<file path="src/rtl/regfile_wb_arbiter_pkg.sv">
// Shared core definitions for the register-file writeback path: default widths
// and the INIT/RUN state encoding used by the arbiter.
package regfile_wb_arbiter_pkg;

    localparam int DATA_WIDTH = 32;
    localparam int ADDR_WIDTH = 5;

    typedef enum logic {
        INIT = 1'b0,
        RUN  = 1'b1
    } state_t;

endpackage

</file>
<file path="src/rtl/regfile_wb_arbiter_if.sv">
// Writeback request bus: the ALU (req0) and load unit (req1) each present
// valid/addr/data and receive a same-cycle ready from the arbiter.
interface regfile_wb_arbiter_if #(
    parameter int DATA_WIDTH = regfile_wb_arbiter_pkg::DATA_WIDTH,
    parameter int ADDR_WIDTH = regfile_wb_arbiter_pkg::ADDR_WIDTH
);
    logic                  req0_valid;
    logic [ADDR_WIDTH-1:0] req0_addr;
    logic [DATA_WIDTH-1:0] req0_data;
    logic                  req0_ready;

    logic                  req1_valid;
    logic [ADDR_WIDTH-1:0] req1_addr;
    logic [DATA_WIDTH-1:0] req1_data;
    logic                  req1_ready;

    modport master (
        output req0_valid, req0_addr, req0_data,
        output req1_valid, req1_addr, req1_data,
        input  req0_ready, req1_ready
    );

    modport slave (
        input  req0_valid, req0_addr, req0_data,
        input  req1_valid, req1_addr, req1_data,
        output req0_ready, req1_ready
    );
endinterface

</file>
<file path="src/rtl/regfile_wb_arbiter_rr_arb2.sv">
// Two-way round-robin grant: a lone requester wins outright; under contention
// the requester that did not win last time is granted.
module rr_arb2 (
    input  logic [1:0] req,
    input  logic       last,
    output logic [1:0] gnt
);
    always_comb begin
        // NOTE: gnt gets a value on every path before any condition so no latch is inferred.
        gnt = req;
        if (req == 2'b11) begin
            gnt = last ? 2'b01 : 2'b10;
        end
    end
endmodule

</file>
<file path="src/rtl/regfile_wb_arbiter.sv">
// Register-file writeback arbiter: clears registers 1..N-1 after reset, then
// round-robins the ALU and load writeback ports onto a single write port.
module regfile_wb_arbiter #(
    parameter int DATA_WIDTH = regfile_wb_arbiter_pkg::DATA_WIDTH,
    parameter int ADDR_WIDTH = regfile_wb_arbiter_pkg::ADDR_WIDTH
) (
    input  logic                  clk,
    input  logic                  rst,
    regfile_wb_arbiter_if.slave   bus,
    output logic                  rf_wen,
    output logic [ADDR_WIDTH-1:0] rf_waddr,
    output logic [DATA_WIDTH-1:0] rf_wdata,
    output logic                  init_done
);
    import regfile_wb_arbiter_pkg::*;

    state_t                state;
    logic [ADDR_WIDTH-1:0] ptr;
    logic                  last_grant;
    logic [1:0]            req;
    logic [1:0]            gnt;
    logic                  run;
    logic                  accept;
    logic [ADDR_WIDTH-1:0] sel_addr;
    logic [DATA_WIDTH-1:0] sel_data;

    assign run = (state == RUN);
    assign req = {bus.req1_valid, bus.req0_valid};

    rr_arb2 u_arb (
        .req  (req),
        .last (last_grant),
        .gnt  (gnt)
    );

    // gnt is already qualified by valid, so ready only needs gating by RUN.
    assign bus.req0_ready = run & gnt[0];
    assign bus.req1_ready = run & gnt[1];
    assign accept         = run & (|gnt);
    assign sel_addr       = gnt[1] ? bus.req1_addr : bus.req0_addr;
    assign sel_data       = gnt[1] ? bus.req1_data : bus.req0_data;

    // NOTE: state registers use non-blocking assignments so every flop samples pre-edge values.
    always_ff @(posedge clk or posedge rst) begin
        if (rst) begin
            state      <= INIT;
            ptr        <= ADDR_WIDTH'(1);
            last_grant <= 1'b1;
            rf_wen     <= 1'b0;
            rf_waddr   <= '0;
            rf_wdata   <= '0;
            init_done  <= 1'b0;
        end else begin
            case (state)
                INIT: begin
                    rf_wen   <= 1'b1;
                    rf_waddr <= ptr;
                    rf_wdata <= '0;
                    ptr      <= ptr + 1'b1;
                    if (ptr == '1) begin
                        state     <= RUN;
                        init_done <= 1'b1;
                    end
                end
                RUN: begin
                    // Register 0 is hardwired: the write is accepted but suppressed.
                    rf_wen <= accept && (sel_addr != '0);
                    if (accept) begin
                        rf_waddr   <= sel_addr;
                        rf_wdata   <= sel_data;
                        last_grant <= gnt[1];
                    end
                end
                default: state <= INIT;
            endcase
        end
    end
endmodule

</file>
<file path="src/flat_wrapper.sv">
// flat-port wrapper written by rule: the top's interface ports become plain ports
module regfile_wb_arbiter_flat import regfile_wb_arbiter_pkg::*;
#(
    parameter int DATA_WIDTH = regfile_wb_arbiter_pkg::DATA_WIDTH,
    parameter int ADDR_WIDTH = regfile_wb_arbiter_pkg::ADDR_WIDTH
)
  (clk, rst, rf_wen, rf_waddr, rf_wdata, init_done, bus_req0_valid, bus_req0_addr, bus_req0_data, bus_req1_valid, bus_req1_addr, bus_req1_data, bus_req0_ready, bus_req1_ready);
  regfile_wb_arbiter_if #(.DATA_WIDTH(DATA_WIDTH), .ADDR_WIDTH(ADDR_WIDTH)) bus_i ();
  input  logic clk;
  input  logic rst;
  output logic rf_wen;
  output logic [ADDR_WIDTH-1:0] rf_waddr;
  output logic [DATA_WIDTH-1:0] rf_wdata;
  output logic init_done;
  input wire logic [$bits(bus_i.req0_valid)-1:0] bus_req0_valid;
  input wire logic [$bits(bus_i.req0_addr)-1:0] bus_req0_addr;
  input wire logic [$bits(bus_i.req0_data)-1:0] bus_req0_data;
  input wire logic [$bits(bus_i.req1_valid)-1:0] bus_req1_valid;
  input wire logic [$bits(bus_i.req1_addr)-1:0] bus_req1_addr;
  input wire logic [$bits(bus_i.req1_data)-1:0] bus_req1_data;
  output wire logic [$bits(bus_i.req0_ready)-1:0] bus_req0_ready;
  output wire logic [$bits(bus_i.req1_ready)-1:0] bus_req1_ready;
  assign bus_i.req0_valid = bus_req0_valid;
  assign bus_i.req0_addr = bus_req0_addr;
  assign bus_i.req0_data = bus_req0_data;
  assign bus_i.req1_valid = bus_req1_valid;
  assign bus_i.req1_addr = bus_req1_addr;
  assign bus_i.req1_data = bus_req1_data;
  assign bus_req0_ready = bus_i.req0_ready;
  assign bus_req1_ready = bus_i.req1_ready;
  regfile_wb_arbiter #(.DATA_WIDTH(DATA_WIDTH), .ADDR_WIDTH(ADDR_WIDTH)) u_core (.clk(clk), .rst(rst), .bus(bus_i), .rf_wen(rf_wen), .rf_waddr(rf_waddr), .rf_wdata(rf_wdata), .init_done(init_done));
endmodule
</file>
<file path="config.mk">
export PLATFORM = sky130hd
export DESIGN_NAME = regfile_wb_arbiter_flat
export DESIGN_NICKNAME = d
export VERILOG_FILES = /design/src/rtl/regfile_wb_arbiter_pkg.sv /design/src/rtl/regfile_wb_arbiter_if.sv /design/src/rtl/regfile_wb_arbiter_rr_arb2.sv /design/src/rtl/regfile_wb_arbiter.sv /design/src/flat_wrapper.sv
export SDC_FILE = /design/constraint.sdc
export NUM_CORES = 1
export LEC_CHECK = 0
export CAP_MARGIN = 15
export CORE_MARGIN = 2
export CORE_UTILIZATION = 39
export CTS_CLUSTER_DIAMETER = 120
export DETAILED_ROUTE_END_ITERATION = 6
export GPL_ROUTABILITY_DRIVEN = 0
export PLACE_DENSITY = 0.84
export RECOVER_POWER = 100
export SYNTH_ARGS = -nofsm -noshare
export SYNTH_HDL_FRONTEND = slang
export SYNTH_SLANG_ARGS = --single-unit
</file>
<file path="constraint.sdc">
create_clock -name clk -period 1.8 [get_ports clk]
set_clock_uncertainty 0.15 [all_clocks]
set_input_delay 0.36 -clock clk [delete_from_list [all_inputs] [get_ports clk]]
set_output_delay 0.36 -clock clk [all_outputs]
set_load 0.01 [all_outputs]
</file>
* Yosys cells after proc, flatten, opt, wreduce, memory -nomap -nowiden *
Cells that the tools add are included.

storage, ports and cells
  register bits after elaboration = 46
  bits of input ports = 78
  logic and storage cells = 31

cells by class
  $add $sub $neg = 1
  eq/ne operators = 3
  mux-type cells = 11
  bitwise logic cells = 4
  reduce and logical (&&, ||, !) cells = 5

operators with widths
  kind                                           count
  two-way mux 32 bit                             2
  one-hot mux 32 bit (2 select lines)            1
  two-way mux 5 bit                              2
  one-hot mux 5 bit (2 select lines)             1
  adder 5 x 1 -> 5 bit (second input constant)   1
  == test 5 bit (second input constant)          1
  nonzero test 5 bit                             1
  two-way mux 2 bit                              2
  AND reduction 2 bit                            2
  bitwise AND 1 bit                              3
  == test 2 bit (second input constant)          1
  two-way mux 1 bit                              2
  inequality test 2 bit (second input constant)  1
  one-hot mux 1 bit (2 select lines)             1
  OR reduction 2 bit                             1
  logical AND 1 bit                              1
  inverter 1 bit                                 1

* Depth between registers and ports, before layout *
  depth in word-level cells = 6
  depth in mapped cells = 5
  depth with buffers taken out = 4

* By module *
A second synthesis with hierarchy kept.

unflattened totals
  cells, all modules = 205
  area, all modules = 2,416.1 µm²

modules (own cells, without submodules)
  module              instances  cells an instance  area each (µm²)  seq. area each (µm²)
  regfile_wb_arbiter  1          202                2,397.3          1,153.6
  rr_arb2             1          3                  18.8             0.0

* Worst setup path before layout *
No wires, ideal clock.

  path kind = input -> output
  start point = in bus_req0_valid
  end point = out bus_req1_ready
  data arrival time = 1.074 ns
  path slack = 0.216 ns
  stages on the path = 4
  cell sequence = buf_2 -> a21boi_4 -> buf_6 -> and2_1

between the ends
  longest elaborated chain between the ends = 3

RTL lines
  what               line                              RTL
  from (decl)        flat_wrapper.sv:15                input wire logic [$bits(bus_i.req0_valid)-1:0] bus_req0_valid;
  == test 2 bit      regfile_wb_arbiter_rr_arb2.sv:11  if (req == 2'b11) begin
  two-way mux 2 bit  regfile_wb_arbiter_rr_arb2.sv:11
  bitwise AND 1 bit  regfile_wb_arbiter.sv:38          assign bus.req1_ready = run & gnt[1];
  to (decl)          flat_wrapper.sv:22                output wire logic [$bits(bus_i.req1_ready)-1:0] bus_req1_ready;

Every way passes these cells.

* Worst setup path in the final report *
  start point = reg u_core.rf_waddr[2]
  end point = out rf_waddr[2]

RTL lines
  what                    line                      RTL
  from (decl)             regfile_wb_arbiter.sv:11  output logic [ADDR_WIDTH-1:0] rf_waddr,
  from (signal assigned)  regfile_wb_arbiter.sv:57  rf_waddr <= ptr;
  from (signal assigned)  regfile_wb_arbiter.sv:69  rf_waddr <= sel_addr;
  to (decl)               flat_wrapper.sv:12        output logic [ADDR_WIDTH-1:0] rf_waddr;

No word-level cell between the ends.

==> results.cfg <==
[logic_synthesis]
synthTopCellsByArea = dfrtp_1, mux2i_1, o21ai_1, nand2_1, dfstp_2
ys_ff_latch = 46
synth_top_cell_by_area = dfrtp_1
avgSynthCellArea_sq_um = 10.7
synth_top_area_frac = 0.502
syn_area_sq_um = 2190
synth_edf_count = 0
synthFlopType = dfrtp_1
synth_async_sr_flop_share = 1.00
yosysWarnings = 0
syn_inst = 205
synth.net_count = 285
synth_most_common_cell = dfrtp_1
synth_top_cells_by_count = dfrtp_1, mux2i_1, nand2_1, o21ai_1, buf_2
synth.distinct_cells = 32
yosysSeqAreaShare = 0.526

[critical_path]
arrival_ns = 1.23
slowest_stage = clkdlybuf4s50_1
r2r_start = u_core.last_grant
crit_buf_inv = 1
cp_top_family = buffers and inverters
crit_type = flop to primary output
crit_start = u_core.rf_waddr[2]
cp_max_fo = 2
crit_required_ns = 1.29
path_cells = clkdlybuf4s50_1
startpoint_type = flop
max_stage_delay_ns = 0.55
end_kind = primary output

[detailed_routing]
viasPerCell = 4.87
wl_um = 5840
drt.antenna.violating_nets = 0
drc = 0
vias = 1983
dr.pass1.iters = 4
initialDrtViolationCount = 82
post_drt_wl_per_cell_um = 14.4

[clocking]
htree_num_levels = 2
hold_buffers = 0
cts_tree = done
numCtsBuffers = 5
clock-sinks = 46
clk_path_buf_depth = 2
clk_latency_ns = 0.29
root_buffer = clkbuf_8
clkSlewWorstSetupHoldPaths_ns = 0.08

[power_and_ir_drop]
leakage_nw = 1.52
power.density_nw_per_um2 = 688
peakVddDrop_mv = 0.408

[die]
start_util = 0.401
pin_count = 119
core_sq_um = 5470
die_h_um = 79.0
rows = 27
design.die.area_sq_um = 6240
die-width_um = 79.0

[final_layout]
antenna_cells = 0
stdcell_count = 407
drive_above_1_share = 0.0955
syn_to_final_growth_pct = 64.0
regArea_sq_um = 1150
multi_input_area_sq_um = 958
fillers = 476
fin_nets = 415

[timing]
relSlewSlack = 0.451
finalCritPeriodShare = 0.965
finalHoldViolations = 0
tightestPinTransition_ns = 0.823
clock.fmax_ghz = 0.576
fin_hold_ws_ns = 0.313
final_max_slew_viol_count = 0
rsz0062_at_grt = no
setup_viol = 0
fin_crit_ns = 1.74
finalWorstSetupSlack_ns = 0.0630

[placement]
port_buffers = 118
hpwl_um = 4500
preCtsSetupSlack_ns = -0.465
dp.cells = 399

[global_routing]
antenna_found_initial = 0
track_usage = 0.194
overflow = 0
grt_pass1_wl_um = 9430
grt_pass1_vias = 1990
grt_max_degree = 34

[min_path]
worstHoldPathType = flop to flop
min_from = u_core.init_done

[run_status]
status = complete, no violations

[flow_run]
drv_cap = 0
repair_timing:
item / in CTS / in global routing
endpoints found under the setup margin: 30 / 1
buffers inserted: 1 / 0
resized for setup: 10 / 1
registers in the layout, summed over array words and instances, names as in the netlist:
register	flops
u_core.init_done	1
u_core.last_grant	1
u_core.ptr	5
u_core.rf_waddr	5
u_core.rf_wdata	32
u_core.rf_wen	1
u_core.run	1
final timing paths:
check	end	slack [ns]	depth (start not counted)
min in group asynchronous	u_core.rf_wdata[24]	0.60	3
hold reg to reg	u_core.init_done	0.31	1
setup reg to reg	u_core.rf_wdata[17]	0.12	5
max in group asynchronous	u_core.rf_wdata[1]	0.37	3
hold / removal	u_core.init_done	0.31	1
setup / recovery	rf_waddr[2]	0.06	1
where the power goes:
group | leakage, nW | switching (W) | total [W] | internal, W
clock network | 0.0383 | 0.000307 | 0.000574 | 0.000268
logic | 0.934 | 0.000272 | 0.000707 | 0.000435
registers | 0.546 | 0.0000590 | 0.00120 | 0.00114
routing by layer:
layer,wire length [um],GRT usage
met4,92,0.0655
met5,0,0
met2,3070,0.344
met3,321,0.0420
met1,2360,0.232
layout make-up:
cell class / instances / area share
Clock buffer: 7 / 0.0212
Inverter: 3 / 0.00313
Multi-Input combinational cell: 143 / 0.266
Sequential cell: 46 / 0.320
Tap cell: 72 / 0.0250
Timing Repair Buffer: 136 / 0.364
metrics by stage:
step | instance area (sq um) | setup TNS, ns | total power [W] | utilization
after floorplan | 2190 | 0 | 0.00149 | -
after global placement | 3540 | -12.03 | 0.00193 | 0.647
after detailed placement | 3540 | -13.79 | 0.00195 | 0.647
after CTS | 3610 | 0 | 0.00253 | 0.660
after global routing | 3600 | 0 | 0.00262 | 0.658
final | 3600 | 0 | 0.00248 | 0.658
logic make-up (layout without fill, tap and decap cells):
logic type | Yosys count | after routing | share of synthesized area
compound gates | 47 | 47 | 0.121
xor+xnor | 3 | 3 | 0.0120
fa+ha+maj | 2 | 2 | 0.0114
buf+inv | 16 | 146 | 0.0456
flops | 46 | 46 | 0.526
mux | 38 | 38 | 0.174
simple gates | 53 | 53 | 0.109
cells in the final DEF (no fill, tap or decap), types with 2 or more instances in the layout:
cell             Yosys  layout
a21oi_1              4       4
buf_4                0      14
clkbuf_1             0       3
clkbuf_2             2       2
clkbuf_8             0       5
clkdlybuf4s50_1      0     113
dfrtp_1             44      44
dlygate4sd2_1        0       2
ha_1                 2       2
inv_1                3       3
mux2_2               2       2
mux2i_1             36      36
nand2_1             34      34
nand3_1              2       2
nor2_1               5       5
nor2b_1              4       4
o21ai_0              1      30
o21ai_1             34       4
o22ai_1              2       2
or4_1                2       2
xnor2_1              3       3
Power figures use the tool's default switching activity.
